## src/rtl/pipe_ctrl_pkg.sv

```systemverilog
// Shared constants for the pipeline hazard controller:
// PC-source codes, branch condition codes and FSM state encoding.
package pipe_ctrl_pkg;

    localparam logic [1:0] PC_SEL_PC4  = 2'd0;
    localparam logic [1:0] PC_SEL_BR   = 2'd1;
    localparam logic [1:0] PC_SEL_EXC  = 2'd2;
    localparam logic [1:0] PC_SEL_EPC  = 2'd3;

    localparam logic [2:0] COND_EQ     = 3'd0;
    localparam logic [2:0] COND_NE     = 3'd1;
    localparam logic [2:0] COND_LT     = 3'd2;
    localparam logic [2:0] COND_GE     = 3'd3;
    localparam logic [2:0] COND_LE     = 3'd4;
    localparam logic [2:0] COND_GT     = 3'd5;
    localparam logic [2:0] COND_ALWAYS = 3'd6;
    localparam logic [2:0] COND_NEVER  = 3'd7;

    localparam int         STATE_W     = 1;
    localparam logic [0:0] ST_RUN      = 1'b0;
    localparam logic [0:0] ST_MEM_WAIT = 1'b1;

endpackage

```

## src/rtl/pipe_hazard_ctrl_branch_cond_eval.sv

```systemverilog
// Branch condition evaluator: maps a condition code and the
// latched ALU flags to a taken decision. Unknown codes never take.
module branch_cond_eval
    import pipe_ctrl_pkg::*;
(
    input  logic [2:0] condition,
    input  logic       lf,
    input  logic       zf,
    output logic       taken
);

    // Decode the condition code against the less-than/zero flags
    always_comb begin
        taken = 1'b0;
        case (condition)
            COND_EQ:     taken = zf;
            COND_NE:     taken = ~zf;
            COND_LT:     taken = lf;
            COND_GE:     taken = ~lf;
            COND_LE:     taken = lf | zf;
            COND_GT:     taken = ~lf & ~zf;
            COND_ALWAYS: taken = 1'b1;
            default:     taken = 1'b0;
        endcase
    end

endmodule

```

## src/rtl/pipe_hazard_ctrl.sv

```systemverilog
// Central stall/flush scheduler for the 5-stage pipeline.
// Priority: exception > taken branch > memory wait > load-use.
module pipe_hazard_ctrl
    import pipe_ctrl_pkg::*;
#(
    parameter int MEM_TIMEOUT = 255,
    parameter int CNT_W       = 8
) (
    input  logic       clk,
    input  logic       reset,
    input  logic       idex_mem_r,
    input  logic [4:0] idex_rd_addr,
    input  logic [4:0] ifid_rs_addr,
    input  logic [4:0] ifid_rt_addr,
    input  logic       exmem_branch,
    input  logic [2:0] exmem_condition,
    input  logic       exmem_lf,
    input  logic       exmem_zf,
    input  logic       exmem_mem_r,
    input  logic       exmem_mem_w,
    input  logic       mem_ready,
    input  logic       exmem_syscall,
    input  logic       exmem_eret,
    output logic       pc_stall,
    output logic       ifid_stall,
    output logic       idex_stall,
    output logic       exmem_stall,
    output logic       ifid_flush,
    output logic       idex_flush,
    output logic       exmem_flush,
    output logic       memwb_flush,
    output logic [1:0] pc_sel,
    output logic       mem_req,
    output logic       epc_w_en,
    output logic       bus_err
);

    logic [STATE_W-1:0] state_q, state_d;
    logic [CNT_W-1:0]   wait_cnt_q, wait_cnt_d;
    logic               cond_true;
    logic               taken;
    logic               mem_access;
    logic               mem_wait;
    logic               timeout;
    logic               exc;
    logic               load_use;

    branch_cond_eval u_cond (
        .condition (exmem_condition),
        .lf        (exmem_lf),
        .zf        (exmem_zf),
        .taken     (cond_true)
    );

    // Hazard detection terms shared by outputs and next-state logic
    always_comb begin
        taken      = exmem_branch & cond_true;
        mem_access = exmem_mem_r | exmem_mem_w;
        mem_wait   = mem_access & ~mem_ready;
        timeout    = (state_q == ST_MEM_WAIT) & mem_wait &
                     (wait_cnt_q == CNT_W'(MEM_TIMEOUT - 1));
        exc        = exmem_syscall | exmem_eret | timeout;
        load_use   = idex_mem_r & (idex_rd_addr != 5'd0) &
                     ((idex_rd_addr == ifid_rs_addr) |
                      (idex_rd_addr == ifid_rt_addr));
    end

    // Prioritised stall/flush/PC-select generation
    always_comb begin
        pc_stall    = 1'b0;
        ifid_stall  = 1'b0;
        idex_stall  = 1'b0;
        exmem_stall = 1'b0;
        ifid_flush  = 1'b0;
        idex_flush  = 1'b0;
        exmem_flush = 1'b0;
        memwb_flush = 1'b0;
        pc_sel      = PC_SEL_PC4;
        mem_req     = 1'b0;
        epc_w_en    = 1'b0;
        bus_err     = 1'b0;
        if (reset) begin
            ifid_flush  = 1'b1;
            idex_flush  = 1'b1;
            exmem_flush = 1'b1;
            memwb_flush = 1'b1;
        end else if (exc) begin
            ifid_flush  = 1'b1;
            idex_flush  = 1'b1;
            exmem_flush = 1'b1;
            bus_err     = timeout;
            if (exmem_syscall | timeout) begin
                pc_sel   = PC_SEL_EXC;
                epc_w_en = 1'b1;
            end else begin
                pc_sel   = PC_SEL_EPC;
            end
        end else if (taken) begin
            ifid_flush  = 1'b1;
            idex_flush  = 1'b1;
            exmem_flush = 1'b1;
            pc_sel      = PC_SEL_BR;
            mem_req     = mem_access;
        end else if (mem_wait) begin
            // whole front end held; load-use is implicitly covered
            pc_stall    = 1'b1;
            ifid_stall  = 1'b1;
            idex_stall  = 1'b1;
            exmem_stall = 1'b1;
            memwb_flush = 1'b1;
            mem_req     = 1'b1;
        end else begin
            mem_req     = mem_access;
            if (load_use) begin
                pc_stall   = 1'b1;
                ifid_stall = 1'b1;
                idex_flush = 1'b1;
            end
        end
        // a bubble overrides a hold on the same stage
        ifid_stall  = ifid_stall & ~ifid_flush;
        idex_stall  = idex_stall & ~idex_flush;
        exmem_stall = exmem_stall & ~exmem_flush;
    end

    // Memory-wait FSM and consecutive wait-cycle counter
    always_comb begin
        state_d    = ST_RUN;
        wait_cnt_d = '0;
        if (!exc && !taken && mem_wait) begin
            state_d    = ST_MEM_WAIT;
            wait_cnt_d = wait_cnt_q + CNT_W'(1);
        end
    end

    // State registers, synchronous active-high reset
    always_ff @(posedge clk) begin
        if (reset) begin
            state_q    <= ST_RUN;
            wait_cnt_q <= '0;
        end else begin
            state_q    <= state_d;
            wait_cnt_q <= wait_cnt_d;
        end
    end

endmodule

```

## config.mk

```make
export PLATFORM = sky130hd
export DESIGN_NAME = pipe_hazard_ctrl
export DESIGN_NICKNAME = d
export VERILOG_FILES = /design/src/rtl/pipe_ctrl_pkg.sv /design/src/rtl/pipe_hazard_ctrl_branch_cond_eval.sv /design/src/rtl/pipe_hazard_ctrl.sv
export SDC_FILE = /design/constraint.sdc
export NUM_CORES = 1
export LEC_CHECK = 0
export CORE_AREA = 8 8 56 58
export DETAILED_ROUTE_END_ITERATION = 10
export DIE_AREA = 0 0 64 66
export GPL_ROUTABILITY_DRIVEN = 0
export PLACE_DENSITY = 0.69
export SLEW_MARGIN = 10
export SYNTH_ARGS = -nofsm -noshare
export SYNTH_HDL_FRONTEND = slang
export SYNTH_HIERARCHICAL = 1
export SYNTH_SLANG_ARGS = --single-unit
```

## constraint.sdc

```tcl
create_clock -name clk -period 2.05 [get_ports clk]
set_input_delay 0.3075 -clock clk [delete_from_list [all_inputs] [get_ports clk]]
set_output_delay 0.3075 -clock clk [all_outputs]
set_load 0.01 [all_outputs]
```

==> results.cfg, run 1 <==
[finish]
num_antenna_cells = 0
fillers = 225
layout_common_cells = clkdlybuf4s50_1 (23), buf_4 (19), nor2_1 (16)
final_nets = 177
seqCellArea_um2 = 180
multi_input_area_um2 = 554
area_growth_pct = 90.2
final_common_cell = clkdlybuf4s50_1
drive_gt1_share_pct = 35.2
fin_area_um2 = 1340

[timing]
setup_viol_count_final = 4
final_hold_viol_count = 0
rsz0062_at_grt = yes
worst_slew_pin_slew_ns = 0.396
maxSlewHeadroom_pct = 73.6
skew_ns = 0.00325
max_freq_mhz = 446
slew_viol_final = 0
period_minus_slack_ns = 2.24
fin_setup_tns_ns = -0.705
worst_slack_ns = -0.193
fin_crit_sh_pct = 109

[pwr]
power_frac_clock_pct = 28.2
seqPwrFrac_pct = 37.0
total_power_mw = 0.476
swShare_pct = 26.2
p_leak_nw = 0.592
p_per_area_nw_per_um2 = 356
internal_power_mw = 0.351
p_sw_mw = 0.125
vdd_drop_max_mv = 0.304
combPwrFrac_pct = 34.8

[global_route]
grt.total_usage_pct = 10.3
grt_pass1_wl_um = 3500
grt_pass1_vias = 824
grt-ovfl-total = 0
antenna_found_initial = 0
grt_max_degree = 10

[synth]
yosys.area.top_type = dfxtp_1
synth_area_leaders = dfxtp_1 (26%), xor2_1 (15%), nor2_1 (8.6%), xnor2_1 (6.2%), nor3_1 (4.3%)
netlist_area_um2 = 702
synth_top_family_by_area = simple AND/OR/NAND/NOR gates
ys_warn_count = 6
netlist.area_leader.share_pct = 25.7
avgSynthCellArea_um2 = 8.46
synthSimpleGateAreaFrac_pct = 26.9
ys_types = 27
synth_nets = 114
synthMuxAreaShare_pct = 1.60
synth_seq_cells = 9
syn_inst = 83
synth_xor_area_share_pct = 21.2
synth_seq_area_share_pct = 25.7
synthAdderAreaFrac_pct = 3.57
synth_compound_area_share_pct = 15.2

[die]
dieArea_um2 = 4220
boundaryPins = 42
core_area_um2 = 2320
die_h_um = 66
row_count = 18
fp.dieW_um = 64
start_util_pct = 30.3

[route]
wl_um = 2150
vias_per_cell = 4.37
dr.pass1.iters = 3
top_layer_used = met3
wl_per_cell_um = 12.3
drt_iter0_drc = 32
wl_met3_um = 76
wl_met2_um = 1330
drc_errors = 0
wl_met1_um = 751
final_antenna_net_count = 0
vias = 764

[setup_path]
endpoint_kind = output pin
cp_max_fo = 5
startpoint_type = input port
cp_top_family = simple AND/OR/NAND/NOR gates
worstPathCellList = buf_6 > or3_4 > o21ai_4 > xnor2_2 > a211oi_4 > o311ai_4 > or2_4 > o31ai_2 > buf_2
cp.arrival_ns = 1.94
cpPeakStageDelay_ns = 0.39
crit_buf_inv = 2
critical_path_class = in2out
cp.required_ns = 1.74
critPathSlowestCell = or3_4

[clock_tree]
clock-sinks = 9
clockRootBuffer = clkbuf_4
cts_tree = built
worstSkewPairLatency_ns = 0.26
cts-hold-fix-buffers = 0
clk_path_buf_depth = 2
cts_buffers = 3
htreeDepth = 1
path_clk_slew_ns = 0.06

[job]
cap_viol_max_count = 0

[place]
placed_area_um2 = 1270
port_buffers = 41
hpwl_um = 1870

[min_path]
hp-class = reg2reg

[outcome]
status = complete, but fails checks
violations = negative setup slack
## cells in the mapped netlist
cell type	instances
nand4_1	1
mux2_1	1
nand2_1	2
nor4_1	2
o21ai_2	1
a22oi_1	1
o21bai_2	1
nand3_1	2
buf_4	1
nand2b_1	2
nand4_4	1
nor2_1	16
o21bai_1	1
dfxtp_1	9
xnor2_1	5
xor2_1	12
ha_1	2
a211oi_4	1
inv_1	6
nor3_1	6
buf_6	1
or2_4	1
o21ai_0	2
or3_1	2
o311ai_4	1
o31ai_1	2
or4_1	1
## worst reg2reg max path, cell delays in order, from the launching register on
cell	delay, ns
dfxtp_1	0.30
inv_1	0.05
ha_1	0.14
nand4_1	0.07
buf_4	0.17
o311ai_4	0.36
or2_4	0.24
buf_4	0.17
nor2_1	0.06
## cells by family after synthesis
group	after synthesis
AOI/OAI and AO/OA	10
xor gates and xnor gates	17
adders and majority gates	2
buffers and inverters	8
DFF	9
muxes	1
and+or+nand+nor	36
## registers in the layout, summed over array words and instances (netlist names)
name and count:
state_q 1, wait_cnt_q 8
## cell type report
type                    instances  area share, %
multi-input cells              66           41.5
repair buffers                 60           38.5
flip-flops and latches          9           13.5
well taps                      30           2.81
clock buffers                   4           1.97
inverters                       6           1.69
## layer usage
metal  up-vias  track usage (%)
met1       345             8.55
met4         0             1.67
met2        15             22.6
met5         -                0
met3         0             3.22
li1        404                -
## path summary, 6_finish.rpt
path,slack (ns),cells past startpoint,endpoint,start
setup / recovery,-0.19,9,ifid_stall,exmem_lf
hold reg to reg,0.52,2,wait_cnt_q[0]$_SDFF_PP0_,wait_cnt_q[0]$_SDFF_PP0_
hold / removal,0.52,2,wait_cnt_q[0]$_SDFF_PP0_,wait_cnt_q[0]$_SDFF_PP0_
setup reg to reg,0.40,8,wait_cnt_q[6]$_SDFF_PP0_,wait_cnt_q[0]$_SDFF_PP0_
## stage by stage
stage / std cells / utilization, % / hold WS, ns / worst slack (ns)
3_3_place_gp: 170 / 54.9 / 0.503 / -0.959
3_5_place_dp: 170 / 54.9 / 0.512 / -1.06
4_1_cts: 175 / 57.4 / 0.520 / -0.268
5_1_grt: 175 / 57.6 / 0.559 / -0.258
2_1_floorplan: 83 / - / 0.430 / -0.0770
6_report: 175 / 57.6 / 0.517 / -0.193
## timing repair
| item | 4_1_cts | 5_1_grt |
|---|---|---|
| gates resized for setup | 71 | 10 |
| buffers inserted | 2 | 0 |
| pin swaps | 8 | 7 |
| setup endpoints to repair | 22 | 12 |
## power by group through the flow
| stage | registers [mW] | clock network, mW | logic (mW) |
|---|---|---|---|
| 2_1_floorplan | 0.180 | 0 | 0.0549 |
| 3_3_place_gp | 0.180 | 0 | 0.157 |
| 6_report | 0.176 | 0.134 | 0.166 |
| 3_5_place_dp | 0.180 | 0 | 0.161 |
| 5_1_grt | 0.176 | 0.155 | 0.177 |
| 4_1_cts | 0.176 | 0.142 | 0.166 |
Note: power is estimated with default switching activity, not from simulation.
==> run 2: changes to the inputs <==
--- a/config.mk
+++ b/config.mk
@@ -6,9 +6,11 @@
 export NUM_CORES = 1
 export LEC_CHECK = 0
 export CORE_AREA = 8 8 56 58
+export CTS_CLUSTER_DIAMETER = 40
 export DETAILED_ROUTE_END_ITERATION = 10
 export DIE_AREA = 0 0 64 66
 export GPL_ROUTABILITY_DRIVEN = 0
+export GPL_TIMING_DRIVEN = 0
 export PLACE_DENSITY = 0.69
 export SLEW_MARGIN = 10
 export SYNTH_ARGS = -nofsm -noshare
==> results.cfg, run 2 (synthesized netlist as in run 1, its figures left out) <==
[finish]
layout_common_cells = clkdlybuf4s50_1 (22), nor2_1 (16), xor2_1 (12)
top_regs = wait_cnt_q (8), state_q (1)
final_nets = 166
final_common_cell = clkdlybuf4s50_1
fin_util_pct = 53.9
area_growth_pct = 78.3
num_antenna_cells = 0
fin_area_um2 = 1250
top_register = wait_cnt_q
drive_gt1_share_pct = 31.3
largest_reg_flops = 8

[setup_path]
endpoint_kind = output pin
cp.arrival_ns = 1.90
critical_path_class = in2out
startpoint_type = input port
reg2reg_from = wait_cnt_q[0]$_SDFF_PP0_
regToRegSetupSlack_ns = 0.37
cp_max_fo = 7
r2r-end = wait_cnt_q[5]$_SDFF_PP0_
cp.required_ns = 1.74
rr_worst_depth = 9

[timing]
fin_setup_tns_ns = -0.586
worst_slack_ns = -0.160
fin_crit_sh_pct = 108
rsz0062_at_grt = yes
worst_slew_pin_slew_ns = 0.278
setup_viol_count_final = 5
skew_ns = 0.00414
slew_viol_final = 0
maxSlewHeadroom_pct = 81.4
max_freq_mhz = 453
final_hold_viol_count = 0
period_minus_slack_ns = 2.21

[die]
start_util_pct = 30.3
core_area_um2 = 2320
die_h_um = 66
fp.dieW_um = 64
boundaryPins = 42
row_count = 18
dieArea_um2 = 4220

[route]
drc_errors = 0
drt_iter0_drc = 26
wl_um = 2110
vias = 734
wl_per_cell_um = 12.9
vias_per_cell = 4.48
final_antenna_net_count = 0
dr.pass1.iters = 3

[clock_tree]
clockRootBuffer = clkbuf_4
path_clk_slew_ns = 0.06
cts_tree = built
htreeDepth = 1
cts_buffers = 3
worstSkewPairLatency_ns = 0.26
clk_path_buf_depth = 2
clock-sinks = 9

[min_path]
hold_depth = 1
hp-class = reg2reg
whs_endpoint = wait_cnt_q[0]$_SDFF_PP0_
hold_start = wait_cnt_q[0]$_SDFF_PP0_

[place]
hpwl_um = 1690
placed_area_um2 = 1160
port_buffers = 41

[job]
cap_viol_max_count = 0

[outcome]
violations = negative setup slack
status = complete, but fails checks

[global_route]
grt.total_usage_pct = 10.4
grt-ovfl-total = 0
grt_max_degree = 7
grt_pass1_vias = 798
grt_pass1_wl_um = 3620
antenna_found_initial = 0

[pwr]
vdd_drop_max_mv = 0.324
p_leak_nw = 0.527
p_per_area_nw_per_um2 = 373
run 2: metrics by stage:
stage	hold slack, ns	setup slack [ns]	std cells	power, mW
floorplan	0.430	-0.0770	83	0.235
global placement	0.441	-1.16	154	0.323
detailed placement	0.456	-1.20	154	0.326
CTS	0.469	-0.287	163	0.468
global route	0.492	-0.215	164	0.502
finish	0.463	-0.160	164	0.467
run 2: worst max-delay path by stage:
stage,startpoint,end,slack [ns]
floorplan,exmem_condition[1],ifid_stall,-0.08
global placement,exmem_condition[1],pc_stall,-1.16
detailed placement,exmem_condition[1],pc_stall,-1.20
CTS,exmem_condition[1],pc_stall,-0.29
global route,exmem_lf,ifid_stall,-0.22
finish,exmem_lf,ifid_stall,-0.16
run 2: layout make-up:
cell class | instances | area, um^2
well taps | 30 | 37.5
multi-input cells | 66 | 568
clock buffers | 4 | 26.3
fillers | 220 | 1070
inverters | 6 | 22.5
plain buffers | 1 | 11.3
repair buffers | 48 | 405
flip-flops and latches | 9 | 180
run 2: what timing repair did:
action / CTS / global route
hold buffers: 0 / 0
resized for setup: 64 / 19
endpoints found under the setup margin: 19 / 12
setup buffers: 5 / 2
pin swaps: 9 / 10
endpoints found under the hold margin: 0 / 0
run 2: worst max-delay path: stages:
cell,delay (ns)
buf_6,0.09
or3_4,0.39
o21ai_4,0.08
xnor2_2,0.09
a211oi_4,0.26
o311ai_4,0.15
or2_4,0.30
o31ai_2,0.07
buf_2,0.17
run 2: metal layers:
| metal | share of wire, % | GRT usage (%) | vias to the layer above |
|---|---|---|---|
| met4 | 0.80 | 1.67 | 0 |
| met3 | 3.7 | 3.22 | 2 |
| met2 | 59 | 21.6 | 15 |
| li1 | - | - | 381 |
| met1 | 36 | 9.82 | 336 |
| met5 | 0 | 0 | - |
run 2: power by group:
part           internal [mW]  switching, mW  leakage (nW)
clock                 0.0748         0.0592        0.0150
sequential             0.176       0.000546        0.0725
combinational         0.0918         0.0649         0.439
